**config.mk**
```make
export PLATFORM = sky130hd
export DESIGN_NAME = matmul_ctrl
export DESIGN_NICKNAME = d
export VERILOG_FILES = /design/src/rtl/matmul_pkg.sv /design/src/rtl/matmul_ctrl_mac.sv /design/src/rtl/matmul_ctrl.sv
export SDC_FILE = /design/constraint.sdc
export NUM_CORES = 1
export LEC_CHECK = 0
export CORE_AREA = 2 2 151 153
export DETAILED_ROUTE_END_ITERATION = 8
export DIE_AREA = 0 0 153 155
export HOLD_SLACK_MARGIN = 0.06
export REMOVE_ABC_BUFFERS = 1
export SETUP_SLACK_MARGIN = 0.5
export SLEW_MARGIN = 20
export SYNTH_ARGS = -nofsm -noshare
export SYNTH_HDL_FRONTEND = slang
export SYNTH_SLANG_ARGS = --single-unit
export TNS_END_PERCENT = 100
```
**constraint.sdc**
```tcl
create_clock -name clk -period 11.7 [get_ports clk]
set_input_delay 2.34 -clock clk [delete_from_list [all_inputs] [get_ports clk]]
set_output_delay 2.34 -clock clk [all_outputs]
set_load 0.03 [all_outputs]
```
**src/rtl/matmul_pkg.sv**
```systemverilog
// Shared sizing, FSM encoding and address helper for the matrix-multiply controller.
package matmul_pkg;

    localparam int N      = 8;
    localparam int DATA_W = 8;
    localparam int ACC_W  = 19;
    localparam int ADDR_W = 6;

    typedef enum logic [2:0] {
        S_IDLE  = 3'd0,
        S_CLEAR = 3'd1,
        S_RUN   = 3'd2,
        S_WRITE = 3'd3,
        S_DONE  = 3'd4
    } state_e;

    // Row-major linear address: major * stride + minor.
    function automatic logic [ADDR_W-1:0] elem_addr(
        input logic [ADDR_W-1:0] major,
        input logic [ADDR_W-1:0] minor,
        input logic [ADDR_W-1:0] stride
    );
        return major * stride + minor;
    endfunction

endpackage

```
**src/rtl/matmul_ctrl_mac.sv**
```systemverilog
// Signed multiply-accumulate: clears on macc_clear, otherwise adds inA*inB each cycle.
module MAC #(
    parameter int DATA_W = 8,
    parameter int ACC_W  = 19
) (
    input  logic                     clk,
    input  logic                     macc_clear,
    input  logic signed [DATA_W-1:0] inA,
    input  logic signed [DATA_W-1:0] inB,
    output logic signed [ACC_W-1:0]  macc_out
);

    logic signed [2*DATA_W-1:0] prod;
    logic signed [ACC_W-1:0]    acc_q;

    assign prod = inA * inB;

    // Size cast of a signed product sign-extends into the accumulator width.
    always_ff @(posedge clk) begin
        if (macc_clear) begin
            acc_q <= '0;
        end else begin
            acc_q <= acc_q + ACC_W'(prod);
        end
    end

    assign macc_out = acc_q;

endmodule

```
**src/rtl/matmul_ctrl.sv**
```systemverilog
// Sequences C = A x B one element at a time through a single MAC, reading A/B from
// one-cycle-latency memories and writing each C element once, in row-major order.
module matmul_ctrl
    import matmul_pkg::*;
#(
    parameter int N      = matmul_pkg::N,
    parameter int DATA_W = matmul_pkg::DATA_W,
    parameter int ACC_W  = matmul_pkg::ACC_W
) (
    input  logic                     clk,
    input  logic                     reset,
    input  logic                     start,
    output logic                     busy,
    output logic                     done,
    output logic [ADDR_W-1:0]        a_addr,
    input  logic signed [DATA_W-1:0] a_data,
    output logic [ADDR_W-1:0]        b_addr,
    input  logic signed [DATA_W-1:0] b_data,
    output logic                     c_we,
    output logic [ADDR_W-1:0]        c_addr,
    output logic signed [ACC_W-1:0]  c_data
);

    localparam int                CNT_W  = (N > 1) ? $clog2(N) : 1;
    localparam logic [CNT_W-1:0]  LAST   = CNT_W'(N - 1);
    localparam logic [CNT_W-1:0]  PENULT = CNT_W'(N - 2);
    localparam logic [ADDR_W-1:0] STRIDE = ADDR_W'(N);

    state_e            state_q;
    logic [CNT_W-1:0]  row_q, col_q, k_q;
    logic              busy_q, done_q, c_we_q;
    logic [ADDR_W-1:0] a_addr_q, b_addr_q, c_addr_q;

    logic [CNT_W-1:0]  row_d, col_d;
    logic [ADDR_W-1:0] row_a, col_a, k_fetch;
    logic              row_last, col_last;

    logic                     macc_clear;
    logic signed [DATA_W-1:0] mac_a, mac_b;
    logic signed [ACC_W-1:0]  macc_out;

    assign row_a    = ADDR_W'(row_q);
    assign col_a    = ADDR_W'(col_q);
    assign row_last = (row_q == LAST);
    assign col_last = (col_q == LAST);

    always_comb begin
        row_d   = row_q;
        col_d   = col_q + CNT_W'(1);
        k_fetch = ADDR_W'(LAST);
        if (col_last) begin
            row_d = row_q + CNT_W'(1);
            col_d = '0;
        end
        // Addresses run one k ahead of the data; they stop at the last k.
        if (k_q < PENULT) begin
            k_fetch = ADDR_W'(k_q) + ADDR_W'(2);
        end
    end

    always_ff @(posedge clk) begin
        if (reset) begin
            state_q  <= S_IDLE;
            row_q    <= '0;
            col_q    <= '0;
            k_q      <= '0;
            busy_q   <= 1'b0;
            done_q   <= 1'b0;
            c_we_q   <= 1'b0;
            a_addr_q <= '0;
            b_addr_q <= '0;
            c_addr_q <= '0;
        end else begin
            case (state_q)
                S_IDLE: begin
                    done_q <= 1'b0;
                    if (start) begin
                        state_q  <= S_CLEAR;
                        busy_q   <= 1'b1;
                        row_q    <= '0;
                        col_q    <= '0;
                        a_addr_q <= '0;
                        b_addr_q <= '0;
                    end
                end
                S_CLEAR: begin
                    state_q  <= S_RUN;
                    k_q      <= '0;
                    a_addr_q <= elem_addr(row_a, ADDR_W'(1), STRIDE);
                    b_addr_q <= elem_addr(ADDR_W'(1), col_a, STRIDE);
                end
                S_RUN: begin
                    a_addr_q <= elem_addr(row_a, k_fetch, STRIDE);
                    b_addr_q <= elem_addr(k_fetch, col_a, STRIDE);
                    if (k_q == LAST) begin
                        state_q  <= S_WRITE;
                        c_we_q   <= 1'b1;
                        c_addr_q <= elem_addr(row_a, col_a, STRIDE);
                    end else begin
                        k_q <= k_q + CNT_W'(1);
                    end
                end
                S_WRITE: begin
                    c_we_q <= 1'b0;
                    if (row_last && col_last) begin
                        state_q <= S_DONE;
                        busy_q  <= 1'b0;
                        done_q  <= 1'b1;
                    end else begin
                        state_q  <= S_CLEAR;
                        row_q    <= row_d;
                        col_q    <= col_d;
                        a_addr_q <= elem_addr(ADDR_W'(row_d), '0, STRIDE);
                        b_addr_q <= ADDR_W'(col_d);
                    end
                end
                S_DONE: begin
                    done_q  <= 1'b0;
                    state_q <= S_IDLE;
                end
                default: begin
                    state_q <= S_IDLE;
                end
            endcase
        end
    end

    // MAC inputs are zero outside RUN so the accumulator holds through WRITE.
    assign macc_clear = reset | (state_q == S_CLEAR);
    assign mac_a      = (state_q == S_RUN) ? a_data : '0;
    assign mac_b      = (state_q == S_RUN) ? b_data : '0;

    MAC #(
        .DATA_W (DATA_W),
        .ACC_W  (ACC_W)
    ) u_mac (
        .clk        (clk),
        .macc_clear (macc_clear),
        .inA        (mac_a),
        .inB        (mac_b),
        .macc_out   (macc_out)
    );

    assign busy   = busy_q;
    assign done   = done_q;
    assign c_we   = c_we_q;
    assign a_addr = a_addr_q;
    assign b_addr = b_addr_q;
    assign c_addr = c_addr_q;
    assign c_data = macc_out;

endmodule

```
After elaboration in Yosys (flattened, before gate mapping). Index checks and enable logic that the tools add are counted.

Register bits after elaboration: 52. Latch bits: 0. RAM bits: 0. Bits in read-only memories: 0. Bits of input ports: 19. Output and inout bits: 40. Logic and storage cells: 80. Memories: 0.

Add/sub/neg operators: 10. Multiply operators: 1. Divide/modulo/power cells: 0. Order comparisons: 1. Equality and inequality tests: 12. Shift operators: 0. Mux-type cells: 28. Bitwise operators: 1. Reductions and logical operators: 16.

Operators by type and width (number): $pmux 6 s4 (2); $mux 3 (9); $add 19x16->19 (1); $mux 6 (3); $pmux 3 s2 (3); $mul 8x8->16 (1); $mux 8 (2); $add 6x3->6 (2); $eq 3x3->1 const B (4); $pmux 3 s4 (1); $ne 2x2->1 const B (5); $reduce_and 2->1 (5); $add 3x1->3 const B (3); $reduce_and 3->1 (3); $reduce_bool 2->1 (4); $add 6x1->6 const B (1); $add 6x6->6 (1); $eq 3x2->1 const B (2); $pmux 1 s2 (3); $add 4x3->5 const A (1); $add 3x2->4 const B (1); $mux 1 (4); $mux 4 (1); $reduce_bool 4->1 (1); other kinds (6) (6).

Depth between registers and ports, before layout. Gate-level depths: netlist of the first run.

Depth after elaboration: 4. Gate-level depth with buffers: 22. Depth with buffers taken out: 21.

Hierarchy. A second synthesis of the first run with hierarchy kept.

Cells, all modules: 582. Area total of the unflattened synthesis: 5469.0 µm².

By module, submodules not included: MAC (times used 1, cells each 401, area each 3927.5 µm², sequential area each 380.4 µm²); matmul_ctrl (times used 1, cells each 181, area each 1541.5 µm², sequential area each 600.6 µm²).

Worst setup path before layout of the first run. OpenSTA, ideal clock, no wires.

Path kind: in2reg. From: input port b_data[0]. To: register u_mac.acc_q[17], in the netlist u_mac.macc_out[17]. Library setup time: 0.123 ns. Arrival: 6.787 ns. Data required time: 11.577 ns. Path slack: 4.790 ns. Cell stages on the path: 15. Buffers on the path: 0. Cells stage by stage: and3_1 -> inv_2 -> fa_1 -> inv_1 -> fa_1 -> fa_1 -> fa_1 -> fa_1 -> ha_1 -> a21o_1 -> a21o_1 -> a41oi_4 -> a21oi_1 -> o211ai_1 -> a21oi_1.

Longest elaborated chain between the ends: 3.

Ends and longest elaborated chain: start: declaration (RTL line matmul_ctrl.sv:18) `input logic signed [DATA_W-1:0] b_data,`; $mux 8 (RTL line matmul_ctrl.sv:131) `assign mac_b = (state_q == S_RUN) ? b_data : '0;`; $mul 8x8->16 (RTL line matmul_ctrl_mac.sv:16) `assign prod = inA * inB;`; $add 19x16->19 (RTL line matmul_ctrl_mac.sv:23) `acc_q <= acc_q + ACC_W'(prod);`; end signal: assignment (RTL line matmul_ctrl_mac.sv:23); end: declaration (RTL line matmul_ctrl_mac.sv:14) `logic signed [ACC_W-1:0] acc_q;`.

Every way passes these cells. A chain may end at the register's enable or synchronous reset.

Worst setup path after layout of the first run.
From: input port a_data[7]. To: register u_mac.acc_q[17], in the netlist u_mac.macc_out[17].

Longest elaborated chain between the ends: 3.

Ends and longest elaborated chain: start: declaration (RTL line matmul_ctrl.sv:16) `input logic signed [DATA_W-1:0] a_data,`; $mux 8 (RTL line matmul_ctrl.sv:130) `assign mac_a = (state_q == S_RUN) ? a_data : '0;`; $mul 8x8->16 (RTL line matmul_ctrl_mac.sv:16); $add 19x16->19 (RTL line matmul_ctrl_mac.sv:23).

Every way passes these cells.

==> flow_summary.json, run 1 <==
{
  "outcome": "finished clean",
  "hp-class": "reg -> reg",
  "netlist_area_mm2": 0.00543,
  "critical_path.startpoint_type": "primary input",
  "cts_root_buffer": "clkbuf_16",
  "fin_skew_ns": 0.00356,
  "yosysMostFrequentCell": "inv_1",
  "worstPathArrival_ns": 7.75,
  "fp.dieW_um": 153,
  "grt_pass1_wl_um": 20700,
  "vias": 4010,
  "die-height_um": 155,
  "cts_num_sinks": 49,
  "io_pins": 59,
  "synth_top_cell_by_area": "fa_1",
  "grt_pass1_vias": 4076,
  "gr-total-overflow": 0,
  "power_density_mw_per_mm2": 107,
  "grt_max_degree": 43,
  "synthDistinctLibCells": 46,
  "path_clk_slew_ns": 0.07,
  "syn_inst": 597,
  "cts_resized": 0,
  "cts_tree": "done",
  "antenna_found_initial": 0,
  "cp.required_ns": 11.87,
  "core_area_mm2": 0.0222,
  "setup_viol": 0,
  "cts_setup_buffers": 0,
  "min_period_ns": 7.59,
  "totalPowerFinal_mw": 0.688,
  "clock_tree.buffer_depth": 2,
  "pre_cts_ws_ns": 3.82,
  "syn_to_final_growth_pct": 18.2,
  "rsz0062_at_grt": "false",
  "yosysSeqAreaShare_pct": 18.1,
  "diodes": 0,
  "peakVddDrop_v": 0.0000539,
  "async_reset_ff_share_pct": 0,
  "final.setup.tns_ns": 0,
  "grt_usage_pct": 10.6,
  "htree_levels": 2,
  "dp_hpwl_um": 9940,
  "postCtsHoldBufs": 0,
  "post-route-period-util_pct": 64.8,
  "slew_viol_final": 0,
  "synth.area.top_cells": "fa_1, dfxtp_1, ha_1, inv_1, nor2_1",
  "crit_type": "in -> reg",
  "synth-edff-count": 0,
  "detail-route-antenna-nets": 0,
  "cp-end-kind": "register",
  "ys.flop_type": "dfxtp_1",
  "hold_slack_ns": 0.456,
  "cap_viol_max_count": 0,
  "leakage_nw": 2.99,
  "hold_viol": 0,
  "cts_inserted_buffers": 5,
  "max_slew_margin_pct": 44.5,
  "drive_gt1_share_pct": 4.19,
  "gp_congestion": 0.781,
  "num_rows": 55,
  "worstPathMaxFanout": 12,
  "start_util_pct": 24.4,
  "wl_um": 11800,
  "fp.dieArea_mm2": 0.0237,
  "tightest_slew_ns": 0.825,
  "drt-vias-per-instance": 4.32,
  "synth_top_area_share_pct": 31.0,
  "clock_latency_ns": 0.29,
  "nNetsFinal": 797,
  "drt_iter0_markers": 221,
  "first_pass_iters": 4,
  "fmax_mhz": 132,
  "drc": 0,
  "netlist_top_cells_count": "inv_1, fa_1, ha_1, nor2_1",
  "avgSynthCellArea_um2": 9.10,
  "synth_seq_cells": 49,
  "fin_ws_ns": 4.11,
  "yosys_warnings": 0,
  "wl_per_cell_um": 12.7,
  "io_buffers": 58
}
final cells by class:
type / count / area (um2)
Clock buffer: 5 / 125
Clock inverter: 2 / 16.3
Fill cell: 2342 / 15800
Inverter: 111 / 417
Multi-Input combinational cell: 416 / 3920
Sequential cell: 49 / 981
Tap cell: 285 / 357
Timing Repair Buffer: 61 / 603
cells in the final DEF, fill, tap and decap left out, types with 17 or more instances in the layout:
cell | netlist | layout
nand2_1 | 49 | 49
fa_1 | 84 | 84
ha_1 | 50 | 50
dfxtp_1 | 49 | 49
nor2_1 | 50 | 50
nand3_1 | 17 | 17
and3_1 | 25 | 25
a21oi_1 | 35 | 35
clkdlybuf4s50_1 | 0 | 58
inv_1 | 110 | 110
metrics by stage:
stage	std cells	utilization [%]	cell area, um2
floorplan	576	-	5320
global placement	922	28.3	6280
detailed placement	922	28.3	6280
CTS	929	28.9	6420
global route	929	28.9	6420
finish	929	28.9	6420
state kept, by name, summed over array words and instances, names as in the netlist:
| register | cells |
|---|---|
| u_mac.macc_out | 19 |
| done | 1 |
| state_q | 3 |
| col_q | 3 |
| b_addr | 3 |
| k_q | 3 |
| busy | 1 |
| a_addr | 6 |
| row_q | 3 |
| c_addr | 6 |
| c_we | 1 |
critical path, stage by stage:
cell             delay [ns]
clkdlybuf4s50_1        0.60
and3_1                 0.63
inv_2                  0.08
fa_1                   0.55
inv_1                  0.06
fa_1                   0.52
fa_1                   0.44
fa_1                   0.59
fa_1                   0.43
ha_1                   0.40
a21o_1                 0.21
a21o_1                 0.19
a41oi_4                0.26
a21oi_1                0.17
o211ai_1               0.20
a21oi_1                0.08
kinds of logic after synthesis:
| logic type | count (synthesis) | synth area share [%] |
|---|---|---|
| adders and majority gates | 134 | 42.5 |
| buffers and inverters | 132 | 9.70 |
| xor gates and xnor gates | 18 | 2.90 |
| muxes | 4 | 0.737 |
| AOI/OAI and AO/OA | 89 | 11.2 |
| and+or+nand+nor | 171 | 14.9 |
| DFF | 49 | 18.1 |
where the power goes:
group	leakage [nW]	switching (mW)	internal, mW
sequential	0.398	0.0195	0.184
combinational	2.52	0.200	0.140
clock	0.0659	0.0657	0.0786
worst paths after layout:
path                                              start                             to  slack (ns)  depth (start not counted)
worst max-delay path                          a_data[7]  u_mac.macc_out[17]$_SDFF_PP0_        4.11                         16
worst min-delay path             c_addr[0]$_SDFFE_PP0P_         c_addr[0]$_SDFFE_PP0P_        0.46                          2
worst max register to register  state_q[1]$_SDFFE_PP0P_  u_mac.macc_out[17]$_SDFF_PP0_        5.37                         18
worst min register to register   c_addr[0]$_SDFFE_PP0P_         c_addr[0]$_SDFFE_PP0P_        0.46                          2
layer usage:
metal	vias up	part of all wire, %	GRT usage, %
li1	1984	-	-
met1	1951	47	14.2
met2	62	50	18.2
met3	13	2.0	1.36
met4	0	1.5	2.78
met5	-	0	0
Power figures use the tool's default switching activity.
==> run 2: changes to the inputs <==
Clock period 11.7 ns to 6.4 ns, I/O delays scaled along.
==> run 2 against run 1 <==
Compared with the run above: clock power is 83% higher; wire length up 4.3%; sequential cell count is the same; clock-buffer cell count is the same; final cell count is 3.7% higher; via count up 3.9%; critical path depth grew 2; global-route usage increased by 0.37 points; highest routed layer unchanged.
==> flow_summary.json, run 2 (synthesis gave the netlist of run 1 again) <==
{
  "fp.dieArea_mm2": 0.0237,
  "core_area_mm2": 0.0222,
  "antenna_found_initial": 0,
  "cp_cell_sequence": "clkdlybuf4s50_1 > and2_4 > nand2_1 > fa_2 > fa_1 > inv_1 > fa_1 > inv_1 > fa_1 > inv_1 > ha_4 > ha_4 > a21oi_1 > and3_1 > o21a_1 > a2111o_1 > o211ai_1 > a21oi_1",
  "nNetsFinal": 831,
  "cts_tree": "done",
  "slew_viol_final": 0,
  "wl_um": 12400,
  "setup_viol": 0,
  "vias": 4167,
  "num_rows": 55,
  "cp.required_ns": 6.57,
  "drt_iter0_markers": 124,
  "cp-end-kind": "register",
  "grt_usage_pct": 11.0,
  "drc": 0,
  "final.setup.tns_ns": 0,
  "place_inst": 954,
  "detail-route-antenna-nets": 0,
  "hp-class": "reg -> reg",
  "gr-total-overflow": 0,
  "worstPathMaxFanout": 4,
  "peakVddDrop_v": 0.000105,
  "worstPathArrival_ns": 5.88,
  "fin_skew_ns": 0.00634,
  "fin_ws_ns": 0.681,
  "path_clk_slew_ns": 0.07,
  "io_buffers": 58,
  "postCtsHoldBufs": 0,
  "clock_latency_ns": 0.29,
  "drive_gt1_share_pct": 12.7,
  "wl_per_cell_um": 12.8,
  "power_density_mw_per_mm2": 199,
  "min_period_ns": 5.72,
  "start_util_pct": 24.4,
  "leakage_nw": 3.22,
  "multi_input_area_mm2": 0.00412,
  "pre_cts_ws_ns": 0.0336,
  "syn_to_final_growth_pct": 27.2,
  "rrSetupSlack_ns": 0.99,
  "clock_tree.buffer_depth": 2,
  "fmax_mhz": 175,
  "final_common_cell": "inv_1",
  "max_slew_margin_pct": 64.4,
  "fp.dieW_um": 153,
  "post-route-period-util_pct": 89.4,
  "critical_path.startpoint_type": "primary input",
  "die-height_um": 155,
  "final-seq-area_um2": 981,
  "grt_pass1_vias": 4362,
  "htree_levels": 2,
  "gp_congestion": 0.798,
  "grt_pass1_wl_um": 21500,
  "first_pass_iters": 4,
  "dp_hpwl_um": 10300,
  "cts_inserted_buffers": 5,
  "hold_viol": 0,
  "cpPeakStageDelay_ns": 0.57,
  "cap_viol_max_count": 0,
  "io_pins": 59,
  "largest_register_ffs": 19,
  "layout_common_cells": "inv_1, fa_1, nor2_1, dfxtp_1, nand2_1",
  "tightest_slew_ns": 0.527,
  "crit_type": "in -> reg",
  "final_cells": 963,
  "cts_num_sinks": 49,
  "drt-vias-per-instance": 4.33,
  "rsz0062_at_grt": "false",
  "grt_max_degree": 33,
  "outcome": "finished clean",
  "fillers": 2313,
  "cts_root_buffer": "clkbuf_16",
  "diodes": 0,
  "critPathSlowestCell": "fa_1"
}
## run 2: cell types whose count changed in the layout (fill, tap and decap cells not counted), sizes merged
| cell | change |
|---|---|
| buf | +34 |
| dlymetal6s2s | +7 |
| dlygate4sd2 | +6 |
| clkdlybuf4s50 | -13 |
## run 2: critical path: cells and delay by family
family | cells | cell delay (ns)
adders and majority gates | 6 | 2.63
AOI/OAI and AO/OA | 5 | 0.83
buffers and inverters | 4 | 0.67
and+or+nand+nor | 3 | 0.46
## run 2: cell type report
cell class                 count  share of cell area [%]
sequential                    49                    14.2
tap                          285                    5.16
multi-input combinational    416                    59.6
inverter                     111                    6.03
clock buffer                   5                    1.81
timing repair buffer          95                    13.0
clock inverter                 2                   0.235
## run 2: repair_timing
action	in CTS	in global routing
setup endpoints to repair	8	9
setup buffers	0	2
pin swaps	9	17
gates resized for setup	17	31
## run 2: layer usage
layer	up-vias	wire length, um	global-route usage, %
met1	2061	5690	14.4
met4	0	173	3.00
met2	43	6280	19.1
met5	-	0	0
li1	2053	-	-
met3	10	212	1.36
## run 2: path summary, 6_finish.rpt
kind	start	end	cells past startpoint
max	b_data[3]	u_mac.macc_out[17]$_SDFF_PP0_	18
min	c_addr[0]$_SDFFE_PP0P_	c_addr[0]$_SDFFE_PP0P_	2
max reg2reg	state_q[0]$_SDFFE_PP0P_	u_mac.macc_out[17]$_SDFF_PP0_	19
min reg2reg	c_addr[0]$_SDFFE_PP0P_	c_addr[0]$_SDFFE_PP0P_	2
## run 2: where the power goes
part / total [mW] / internal (mW) / switching, mW / leakage [nW]
Combinational: 0.742 / 0.341 / 0.402 / 2.75
Clock: 0.264 / 0.144 / 0.120 / 0.0659
Sequential: 0.368 / 0.336 / 0.0316 / 0.398
## run 2: through the flow
step	area, um2	hold slack, ns	power, mW	utilization [%]
after floorplan	5320	0.455	0.814	-
after global placement	6550	0.446	1.05	29.5
after detailed placement	6550	0.447	1.06	29.5
after CTS	6750	0.458	1.35	30.4
after global routing	6910	0.485	1.51	31.1
final	6910	0.455	1.37	31.1
